File: src/rtl/calc_mem_ctrl.sv
// Calculator memory-register controller: decodes MC/MR/MS/M+/M-, owns M and its flags,
// and borrows the shared ALU through a req/gnt handshake for M+ and M-.
module calc_mem_ctrl #(
    parameter int           WIDTH   = 16,
    parameter int           TIMEOUT = 8,
    parameter logic [4:0]   CODE_MC = 5'b10001,
    parameter logic [4:0]   CODE_MR = 5'b10010,
    parameter logic [4:0]   CODE_MS = 5'b10011,
    parameter logic [4:0]   CODE_MP = 5'b10100,
    parameter logic [4:0]   CODE_MM = 5'b11000
) (
    input  logic             clk,
    input  logic             reset,
    input  logic [4:0]       btn_pulse,
    input  logic [WIDTH-1:0] disp_val,
    input  logic             clr_all,
    output logic             alu_req,
    input  logic             alu_gnt,
    output logic             alu_op,
    output logic [WIDTH-1:0] alu_a,
    output logic [WIDTH-1:0] alu_b,
    input  logic [WIDTH-1:0] alu_result,
    input  logic             alu_ovf,
    output logic [WIDTH-1:0] recall_data,
    output logic             recall_valid,
    output logic             mem_nz,
    output logic             busy,
    output logic             cmd_drop,
    output logic             err,
    output logic [2:0]       state_led
);

    localparam int CW = (TIMEOUT > 1) ? $clog2(TIMEOUT) : 1;

    typedef enum logic [1:0] {S_IDLE, S_REQ, S_WAIT} state_t;

    state_t           state, state_nxt;
    logic [WIDTH-1:0] mem, mem_nxt;
    logic [WIDTH-1:0] opnd, opnd_nxt;
    logic [WIDTH-1:0] rd_nxt;
    logic [CW-1:0]    cnt, cnt_nxt;
    logic             op_nxt, err_nxt, rv_nxt, drop_nxt, is_cmd;

    // Handshake: alu_req is high for every cycle spent in S_REQ; a cycle with
    // alu_req && alu_gnt is the transfer, and alu_result/alu_ovf are taken the cycle after.
    always_ff @(posedge clk) begin
        if (!reset) begin
            state        <= S_IDLE;
            mem          <= '0;
            opnd         <= '0;
            cnt          <= '0;
            alu_op       <= 1'b0;
            err          <= 1'b0;
            recall_data  <= '0;
            recall_valid <= 1'b0;
            cmd_drop     <= 1'b0;
            mem_nz       <= 1'b0;
        end else begin
            state        <= state_nxt;
            mem          <= mem_nxt;
            opnd         <= opnd_nxt;
            cnt          <= cnt_nxt;
            alu_op       <= op_nxt;
            err          <= err_nxt;
            recall_data  <= rd_nxt;
            recall_valid <= rv_nxt;
            cmd_drop     <= drop_nxt;
            mem_nz       <= (mem_nxt != '0);
        end
    end

    always_comb begin
        state_nxt = state;
        mem_nxt   = mem;
        opnd_nxt  = opnd;
        cnt_nxt   = cnt;
        op_nxt    = alu_op;
        err_nxt   = err;
        rd_nxt    = recall_data;
        rv_nxt    = 1'b0;
        drop_nxt  = 1'b0;
        is_cmd    = (btn_pulse == CODE_MC) || (btn_pulse == CODE_MR) ||
                    (btn_pulse == CODE_MS) || (btn_pulse == CODE_MP) ||
                    (btn_pulse == CODE_MM);

        if (clr_all) begin
            // Aborts any in-flight M+/M- without writeback and swallows same-cycle commands.
            state_nxt = S_IDLE;
            mem_nxt   = '0;
            err_nxt   = 1'b0;
            cnt_nxt   = '0;
        end else begin
            drop_nxt = is_cmd && (state != S_IDLE);
            case (state)
                S_IDLE: begin
                    if (btn_pulse == CODE_MC) begin
                        mem_nxt = '0;
                        err_nxt = 1'b0;
                    end else if (btn_pulse == CODE_MS) begin
                        mem_nxt = disp_val;
                    end else if (btn_pulse == CODE_MR) begin
                        rd_nxt = mem;
                        rv_nxt = 1'b1;
                    end else if ((btn_pulse == CODE_MP) || (btn_pulse == CODE_MM)) begin
                        opnd_nxt  = disp_val;
                        op_nxt    = (btn_pulse == CODE_MM);
                        cnt_nxt   = '0;
                        state_nxt = S_REQ;
                    end
                end
                S_REQ: begin
                    if (alu_gnt) begin
                        state_nxt = S_WAIT;
                    end else if (cnt == CW'(TIMEOUT - 1)) begin
                        err_nxt   = 1'b1;
                        state_nxt = S_IDLE;
                    end else begin
                        cnt_nxt = cnt + 1'b1;
                    end
                end
                S_WAIT: begin
                    if (alu_ovf) err_nxt = 1'b1;
                    else         mem_nxt = alu_result;
                    state_nxt = S_IDLE;
                end
                default: state_nxt = S_IDLE;
            endcase
        end
    end

    always_comb begin
        case (state)
            S_REQ:   state_led = 3'b010;
            S_WAIT:  state_led = 3'b100;
            default: state_led = 3'b001;
        endcase
    end

    assign alu_req = (state == S_REQ);
    assign busy    = (state != S_IDLE);
    assign alu_a   = mem;
    assign alu_b   = opnd;

endmodule
File: config.mk
export PLATFORM = sky130hd
export DESIGN_NAME = calc_mem_ctrl
export DESIGN_NICKNAME = d
export VERILOG_FILES = /design/src/rtl/calc_mem_ctrl.sv
export SDC_FILE = /design/constraint.sdc
export NUM_CORES = 1
export LEC_CHECK = 0
export CELL_PAD_IN_SITES_DETAIL_PLACEMENT = 0
export CELL_PAD_IN_SITES_GLOBAL_PLACEMENT = 1
export CORE_MARGIN = 3
export CORE_UTILIZATION = 30
export DETAILED_ROUTE_END_ITERATION = 6
export PLACE_DENSITY = 0.86
export SYNTH_ARGS = -nofsm -noshare
export SYNTH_HDL_FRONTEND = slang
export SYNTH_SLANG_ARGS = --single-unit
File: constraint.sdc
create_clock -name clk -period 2.9 [get_ports clk]
set_input_delay 0.435 -clock clk [delete_from_list [all_inputs] [get_ports clk]]
set_output_delay 0.435 -clock clk [all_outputs]
set_load 0.05 [all_outputs]
==> results.md, run 1 <==
- Share of layout cells above drive strength 1: 0.0802
- Worst path depth: 7
- Synth top cells by count: dfxtp_1 (58), nor2_1 (57), a21oi_1 (38), nand2_1 (37), nor3_1 (35)
- Status: complete, no violations
- GRT overflow: 0
- Clock skew after layout: 0.00666 ns
- Vias per inst: between 4 and 5
- Final hold viol count: 0
- Maximum clock rate: 393 MHz
- WP data arrival: 2.74 ns
- Clock Path Buffers: 2
- DIE WIDTH: 105 um
- Die area: between 0.01 and 0.015 mm2
- Num CTS Buffers: 9
- Skew-Pair Late Insertion Delay: about 0.33 ns
- Async S/R FF share, synth: 0
- Max-Cap Viols: 0
- Crit end category: flip-flop
- Gates resized, CTS repair: 0
- Crit-path leading delay family: simple AND/OR/NAND/NOR gates
- CP cell instances: clkdlybuf4s50_1 -> nor4bb_2 -> nand2_4 -> a211oi_1 -> nor2_1 -> nor4_1 -> a41oi_1
- Yosys cell types: 34
- Ys Warns: 0
- Worst Tran Pin Value: 0.618 ns
- Syn Nets: 423
- Initial antenna violation count: 0
- Remaining DRCs: 0
- Number of top-level pins: 100
- R2R cell count: 8
- Synth area leader: dfxtp_1
- Initial core utilization: 0.315
- Port Buf Inserts: 99
- Synthesized area: 0.00297 mm2
- Slew HR: 0.587
- CTS Hold Bufs: 0
- Crit Path Max Fanout: 16
- Root buf cell: clkbuf_8
- TritonCTS Sinks: 58
- GP Congestion: roughly 0.85
- Max Slew Vio Count: 0
- #FFs+latches synth: 58
- Total Power: 1.87 mW
- WL per Instance: 15.2 um
- Post-Syn Instances: between 300 and 400
- Fin crit share: 0.877
- Post-CTS setup repair buffer count: 0
- Yosys top cell area share: 0.391
- Crit Path Category: in2reg
- Area growth, synth to finish: 45.5%
- Hpwl dp: around 6800 um
- First-pass GRT wire length: 14,900 um
- Register area share after synthesis: 0.391
- Critical Path Max Stage Delay: 0.55 ns
- Net count, final: 517
- 1st-pass router iterations: 5
- CP Buf/Inv Count: 1
- Core area: 0.00942 mm2
- Hold Path Depth: 2
- Vias in the first global route: 2,920
- Critical Path RT: 3.10 ns
- Antenna viol nets, final: 0
- Type of the worst min-delay path: reg2reg
- Top post-synthesis cells by area: dfxtp_1 (39%), mux2i_1 (11%), nor2_1 (7.2%)
- Tmin final: 2.54 ns
- Pwr/cell area: 434 mW/mm2
- Clock Pin Slew Worst Setup and Hold Paths: 0.07 ns
- Post-synth EDFFs: 0
- Vias: 2,998
- Sum Neg Setup Slack: 0 ns
- Slowest-stage cell, CP: clkdlybuf4s50_1
- Row count: 35
- Prevailing post-synth register cell: dfxtp_1
- Worst VDD drop: 0.271 mV
- Most frequent cell after synthesis: dfxtp_1
- RSZ-0062 raised after global routing: no
- Syn_area_per_cell: 7.91 um2
- Pleak: 1.73 nW
- CTS tree: built
- Antenna Cells: 0
- Pin count of the biggest net entering global routing: 35
- H-tree Lvls: 3
- Final WL: 9150 um
- All-Layer GR Usage: 0.166
- CP Launch Type: input pin
- 1st-iter DRT viols: 210
- Die span in y: 105 um
- Final setup fails: 0
- Fillers: 921
placed cells by master (no fill, tap or decap), types with 10 or more instances in the layout:
master	netlist	final
nand2_1	37	37
mux2i_1	33	33
clkdlybuf4s50_1	0	98
nor2_1	57	57
a21oi_1	38	38
buf_4	2	12
a211oi_1	10	10
nor3_1	35	35
clkbuf_8	0	10
and3_1	16	16
o21ai_0	18	18
dfxtp_1	58	58
worst register-to-register path, delay by kind of cell (launching register included):
family	cells	cell delay [ns]
and+or+nand+nor	2	0.45
DFF	1	0.34
adders and majority gates	1	0.55
buffers and inverters	2	0.41
AOI/OAI and AO/OA	3	0.60
where the power goes:
group | switching [mW] | internal, mW | total, mW
sequential | 0.00726 | 0.805 | 0.812
combinational | 0.128 | 0.107 | 0.235
clock | 0.323 | 0.504 | 0.827
total | 0.458 | 1.42 | 1.87
area by class of cell:
class / instances / area [um2] / area share
inverters: 7 / 26.3 / 0.00609
multi-input cells: 282 / 1660 / 0.384
repair buffers: 111 / 1090 / 0.253
clock inverters: 5 / 77.6 / 0.0180
well taps: 129 / 161 / 0.0374
flip-flops and latches: 58 / 1160 / 0.269
clock buffers: 11 / 141 / 0.0328
flip-flops by register name, summed over array words and instances (netlist names):
register and flops:
alu_a 16, alu_b 16, recall_data 16, cnt 3, state 2, alu_op 1, cmd_drop 1, err 1
mem_nz 1, recall_valid 1
path summary, 6_finish.rpt:
check / start / end / slack, ns
min: alu_b[4]$_SDFFE_PN0P_ / alu_b[4]$_SDFFE_PN0P_ / 0.45
max: btn_pulse[4] / mem_nz$_SDFF_PN0_ / 0.36
min reg2reg: alu_b[4]$_SDFFE_PN0P_ / alu_b[4]$_SDFFE_PN0P_ / 0.45
max reg2reg: state[0]$_SDFFE_PP0P_ / mem_nz$_SDFF_PN0_ / 0.43
per-layer routing:
metal / vias up / routed length [um] / track usage
li1: 1507 / - / -
met5: - / 0 / 0
met3: 11 / 589 / 0.0527
met2: 105 / 4190 / 0.270
met4: 0 / 137 / 0.0487
met1: 1375 / 4230 / 0.210
stage by stage:
stage,util,setup slack (ns),std cells,cell area (um2),hold slack (ns)
6_report,0.458,0.358,603,4320,0.455
5_1_grt,0.458,0.252,603,4320,0.479
4_1_cts,0.458,0.368,603,4320,0.456
3_5_place_dp,0.435,0.0889,587,4100,0.448
3_3_place_gp,0.435,0.161,587,4100,0.441
2_1_floorplan,-,0.544,375,2970,0.436
cells by family (layout without fill, tap and decap cells):
kind of cell,Yosys count,count (layout),share of synthesized area
adder cells (fa/ha/maj),6,6,0.0253
multiplexers,33,33,0.111
buffers and inverters,35,134,0.0523
flip-flops,58,58,0.391
AND/OR/NAND/NOR,167,167,0.264
XOR/XNOR,1,1,0.00295
AO/OA/AOI/OAI,75,75,0.153
(Power assumes the default switching activity.)
==> run 2: changes to the inputs <==
Settings changed: ABC_AREA set to 1, CORE_MARGIN 3 to 10, PLACE_DENSITY 0.86 to 0.89.
==> run 2 against run 1 <==
- first-iteration DRC count up 24%
- utilization down 0.70 points
- clock power up 2%
- highest routed layer unchanged
- cell area down 2.9%
- critical path type is now reg2out
- clock skew up 0.0045 ns
- total power up 4.3%
- critical path depth down 3
- via count up 0.73%
- register-to-register slack better by 0.30 ns
==> results.md, run 2 <==
- Fin crit share: 0.882
- DIE WIDTH: 118 um
- Slowest-stage cell, CP: clkdlybuf4s50_1
- Net count, final: 568
- Most frequent cells in the layout: nand2_1 (101), clkdlybuf4s50_1 (99), a21oi_1 (67)
- Prevailing post-synth register cell: dfxtp_1
- Die area: 0.0139 mm2
- WHS Endpoint: err$_SDFFE_PP0P_
- Max Slew Vio Count: 0
- CP Buf/Inv Count: 3
- Root buf cell: clkbuf_8
- Final worst setup slack: between 0.3 and 0.4 ns
- Ys Warns: 0
- Die span in y: about 120 um
- Clock Path Buffers: 2
- Hold_sp: err$_SDFFE_PP0P_
- Top post-synthesis cells by area: dfxtp_1 (40%), nand2_1 (13%), a21oi_1 (12%)
- R2R cell count: 12
- Post-synth EDFFs: 0
- Clock Pin Slew Worst Setup and Hold Paths: approximately 0.070 ns
- #FFs+latches synth: 58
- Syn_area_per_cell: 6.78 um2
- WL per Instance: 15.1 um
- 1st-iter DRT viols: 260
- Clock skew after layout: 0.0112 ns
- Initial core utilization: 0.311
- Pleak: 1.84 nW
- R2R Path Start: state[0]$_SDFFE_PP0P_
- Vias in the first global route: 2,984
- Antenna Cells: 0
- Remaining DRCs: 0
- Final hold viol count: 0
- Async S/R FF share, synth: 0
- Most used cell, CP: inv_1
- Skew-Pair Late Insertion Delay: 0.34 ns
- Yosys cell types: 28
- Most frequent cell after synthesis: nand2_1
- Synth top cells by count: nand2_1 (101), a21oi_1 (67), dfxtp_1 (58), o21ai_0 (51), inv_1 (45)
- R2R Path End: mem_nz$_SDFF_PN0_
- Crit-path leading delay family: buffers and inverters
- GRT overflow: 0
- Tmin final: 2.56 ns
- WP data arrival: 2.12 ns
- Max-Cap Viols: 0
- Row count: 35
- Critical Path Max Stage Delay: 0.86 ns
- 1st-pass router iterations: 6
- Worst Tran Pin Value: around 0.87 ns
- Sum Neg Setup Slack: 0 ns
- Critical Path RT: 2.47 ns
- Initial antenna violation count: 0
- Final setup fails: 0
- Area growth, synth to finish: 45.2%
- Number of top-level pins: 100
- Core area: 0.00928 mm2
- TritonCTS Sinks: 58
- Hpwl dp: roughly 7500 um
- Commonest non-fill, non-tap cell in the layout: nand2_1
- Register area share after synthesis: 0.402
- Share of layout cells above drive strength 1: 0.0648
- Internal reg-to-reg setup slack: 0.73 ns
- Pwr/cell area: 467 mW/mm2
- Place WS: around 0.44 ns
- Pin count of the biggest net entering global routing: 34
- Crit Path Category: reg2out
- Num CTS Buffers: 9
- RSZ-0062 raised after global routing: no
- Worst VDD drop: 0.179 mV
- Crit Path Max Fanout: 6
- Status: complete, no violations
- Crit end category: primary output
- H-tree Lvls: 3
- Maximum clock rate: 391 MHz
- Post-Syn Instances: about 430
- Post-CTS setup repair buffer count: 0
- All-Layer GR Usage: 0.139
- Syn Nets: 474
- CP cell instances: inv_1 -> ha_1 -> inv_1 -> clkdlybuf4s50_1
- GP Congestion: 0.861
- Port Buf Inserts: between 90 and 100
- Gates resized, CTS repair: 0
- Vias per inst: roughly 4.6
- Hold Path Depth: 2
- First-pass GRT wire length: 15,800 um
- Synthesized area: 0.00289 mm2
- CTS tree: built
- CTS Hold Bufs: 0
- Final WL: 9890 um
- CP Launch Type: flip-flop
- Antenna viol nets, final: 0
- Yosys top cell area share: 0.402
- Synth area leader: dfxtp_1
- Slew HR: 0.423
- Vias: 3,020
- Type of the worst min-delay path: reg2reg
-- run 2: cell count changes after synthesis, moves of 9 or more --
| cell | change |
|---|---|
| nand3_1 | +17 |
| nand2_1 | +64 |
| a211oi_1 | -9 |
| nor2_1 | -24 |
| a21oi_1 | +29 |
| nor3_1 | -33 |
| and3_1 | -16 |
| clkbuf_1 | -9 |
| mux2i_1 | -33 |
| inv_1 | +39 |
| o21ai_0 | +33 |
-- run 2: cell families (layout without fill, tap and decap cells) --
logic type / Yosys count / after routing / share of synthesized area
fa+ha+maj: 6 / 6 / 0.0260
compound gates: 123 / 123 / 0.219
flops: 58 / 58 / 0.402
simple gates: 168 / 168 / 0.247
buf+inv: 71 / 170 / 0.106
-- run 2: worst max-delay path by stage --
| stage | from | slack (ns) | cells after the start | end |
|---|---|---|---|---|
| floorplan | state[0]$_SDFFE_PP0P_ | 0.88 | 13 | mem_nz$_SDFF_PN0_ |
| global placement | btn_pulse[3] | 0.45 | 13 | mem_nz$_SDFF_PN0_ |
| detailed placement | btn_pulse[3] | 0.44 | 13 | mem_nz$_SDFF_PN0_ |
| CTS | state[0]$_SDFFE_PP0P_ | 0.31 | 4 | busy |
| global route | state[0]$_SDFFE_PP0P_ | 0.20 | 4 | busy |
| finish | state[0]$_SDFFE_PP0P_ | 0.34 | 4 | busy |
-- run 2: cell type report --
cell class              count  area, um2
clock buffers              11        141
repair buffers            107       1050
well taps                 129        161
clock inverters             5       77.6
fillers                   964       5090
multi-input cells         297       1420
inverters                  47        176
flip-flops and latches     58       1160
-- run 2: stage by stage --
stage               hold slack (ns)  utilization  cells  power (mW)  area [um2]
floorplan                     0.472            -    426        1.01        2890
global placement              0.449        0.428    638        1.13        3970
detailed placement            0.460        0.428    638        1.13        3970
CTS                           0.471        0.451    654        1.98        4190
global route                  0.497        0.451    654        2.04        4190
finish                        0.467        0.451    654        1.96        4190
-- run 2: worst register-to-register path, stage by stage, from the launching register on --
cell and delay, ns:
dfxtp_1 0.33, inv_1 0.10, ha_1 0.27, inv_1 0.17, nor2_2 0.54, nand3_1 0.26
nand2_1 0.11, nand2_1 0.07, nand2_1 0.07, nor2_1 0.05, nand2_1 0.06, nor2_1 0.04
nor2_1 0.07
-- run 2: per-layer routing --
metal	track usage	part of all wire	wire, um
met2	0.205	0.44	4380
met5	0	0	0
met4	0.0479	0.0071	70
met1	0.181	0.47	4610
met3	0.0508	0.084	830
-- run 2: where the power goes --
| part | switching (mW) | total (mW) | internal [mW] |
|---|---|---|---|
| Sequential | 0.00919 | 0.822 | 0.812 |
| Combinational | 0.177 | 0.294 | 0.117 |
| Clock | 0.335 | 0.840 | 0.505 |
==> run 3: changes to the inputs <==
Settings changed: GPL_TIMING_DRIVEN set to 0.
==> run 3 against run 2 <==
- cell area is 1.3% higher
- total power decreased by 2.4%
- register-to-register slack gained 0.06 ns
- fmax decreased by 0.51%
- sequential share of layout area fell by 0.34 points
- sequential cell count is the same
- combinational power is 3% higher
- critical endpoint unchanged
==> results.md, run 3 (same netlist as run 2, synthesis figures left out) <==
- Final WL: 10,700 um
- 1st-pass router iterations: 5
- Hpwl dp: 8420 um
- Combinational power share: 0.158
- Pin count of the biggest net entering global routing: 11
- GRT overflow: 0
- Max Slew Vio Count: 0
- Commonest non-fill, non-tap cell in the layout: nand2_1
- H-tree Lvls: 3
- Worst Tran Pin Value: 0.535 ns
- Row count: 35
- Maximum clock rate: 389 MHz
- All-Layer GR Usage: 0.149
- Clk pwr share: 0.412
- Most frequent cells in the layout: nand2_1 (101), clkdlybuf4s50_1 (99), a21oi_1 (67)
- Slew HR: 0.634
- Vias per inst: 4.73
- Root buf cell: clkbuf_8
- Initial core utilization: 0.311
- Crit-path leading delay family: buffers and inverters
- Crit Path Category: reg2out
- Clock skew after layout: 0.00873 ns
- Slowest-stage cell, CP: clkdlybuf4s50_1
- Fin crit share: 0.886
- Most used cell, CP: inv_1
- Type of the worst min-delay path: reg2reg
- Fillers: just under 1,000
- Pwr/cell area: 450 mW/mm2
- Skew-Pair Late Insertion Delay: 0.35 ns
- CTS Hold Bufs: 0
- Register cell area after layout: 0.00116 mm2
- Finished Core Util: 0.457
- Initial antenna violation count: 0
- Die span in y: 118 um
- Area growth, synth to finish: 47.0%
- Vias in the first global route: between 3,000 and 4,000
- Status: complete, no violations
- Port Buf Inserts: 99
- Sequential share of power: 0.430
- Tmin final: 2.57 ns
- Antenna viol nets, final: 0
- Remaining DRCs: 0
- Design Area, Final: ~0.0042 mm2
- Post-CTS setup repair buffer count: 0
- Final setup fails: 0
- CP Launch Type: flip-flop
- Vias: 3,169
- Antenna Cells: 0
- Critical Path Max Stage Delay: around 0.85 ns
- Clock Path Buffers: 2
- Sw Share: 0.282
- Pleak: 1.89 nW
- Critical Path RT: 2.47 ns
- Switching Power: 539 uW
- Net count, final: between 500 and 600
- Gates resized, CTS repair: 0
- Number of top-level pins: 100
- Num CTS Buffers: 9
- CTS tree: built
- Die area: 0.0139 mm2
- Final hold viol count: 0
- CP cell instances: inv_1 -> ha_1 -> inv_1 -> clkdlybuf4s50_1
- Crit end category: primary output
- GP Congestion: 0.894
- Core area: 0.00928 mm2
- Placed cell areas: 0.00404 mm2
- Worst VDD drop: 0.181 mV
- DIE WIDTH: between 100 and 150 um
- 1st-iter DRT viols: 314
- Multi-input gate area: about 0.0014 mm2
- Share of layout cells above drive strength 1: 0.0758
- Max-Cap Viols: 0
- WHS: between 0.4 and 0.5 ns
- WL per Instance: around 16 um
- Int Pwr: between 1 and 1.5 mW
- RSZ-0062 raised after global routing: no
- Clock Pin Slew Worst Setup and Hold Paths: 0.07 ns
- TritonCTS Sinks: 58
- Crit Path Max Fanout: 6
- CP Buf/Inv Count: 3
- WP data arrival: 2.13 ns
- First-pass GRT wire length: 16,900 um
- Sum Neg Setup Slack: 0 ns
## run 3: worst paths after layout
kind	start	endpoint	slack, ns	cells past startpoint
worst min-delay path	err$_SDFFE_PP0P_	err$_SDFFE_PP0P_	0.47	2
worst min register to register	err$_SDFFE_PP0P_	err$_SDFFE_PP0P_	0.47	2
worst max register to register	state[0]$_SDFFE_PP0P_	mem_nz$_SDFF_PN0_	0.79	12
worst max-delay path	state[0]$_SDFFE_PP0P_	busy	0.33	4
## run 3: layout make-up
cell class                      count  area share
Buffer                             24      0.0307
Clock buffer                       11      0.0357
Clock inverter                      5      0.0124
Inverter                           47      0.0416
Multi-Input combinational cell    297       0.334
Sequential cell                    58       0.274
Tap cell                          129      0.0380
Timing Repair Buffer               99       0.234
## run 3: power by group through the flow
| stage | logic (mW) | clock network, mW | registers (mW) |
|---|---|---|---|
| after global placement | 0.299 | 0 | 0.838 |
| after floorplan | 0.114 | 0 | 0.891 |
| final | 0.302 | 0.786 | 0.821 |
| after detailed placement | 0.301 | 0 | 0.839 |
| after global routing | 0.328 | 0.830 | 0.822 |
| after CTS | 0.303 | 0.790 | 0.821 |
## run 3: per-layer routing
layer,track usage,vias up,wire length [um]
met5,0,-,0
met4,0.0564,0,153
met3,0.0436,9,652
met2,0.228,101,4890
met1,0.193,1452,5020
li1,-,1607,-
## run 3: metrics by stage
step | instances | total power, mW | setup WS (ns)
2_1_floorplan | 426 | 1.01 | 0.877
3_3_place_gp | 654 | 1.14 | 0.578
3_5_place_dp | 654 | 1.14 | 0.516
4_1_cts | 670 | 1.91 | 0.319
5_1_grt | 670 | 1.98 | 0.228
6_report | 670 | 1.91 | 0.330
## run 3: tightest hold or removal path, cell delays in order, from the launching register on
cell and delay (ns):
dfxtp_1 0.31, nand2_1 0.06, a21oi_1 0.05
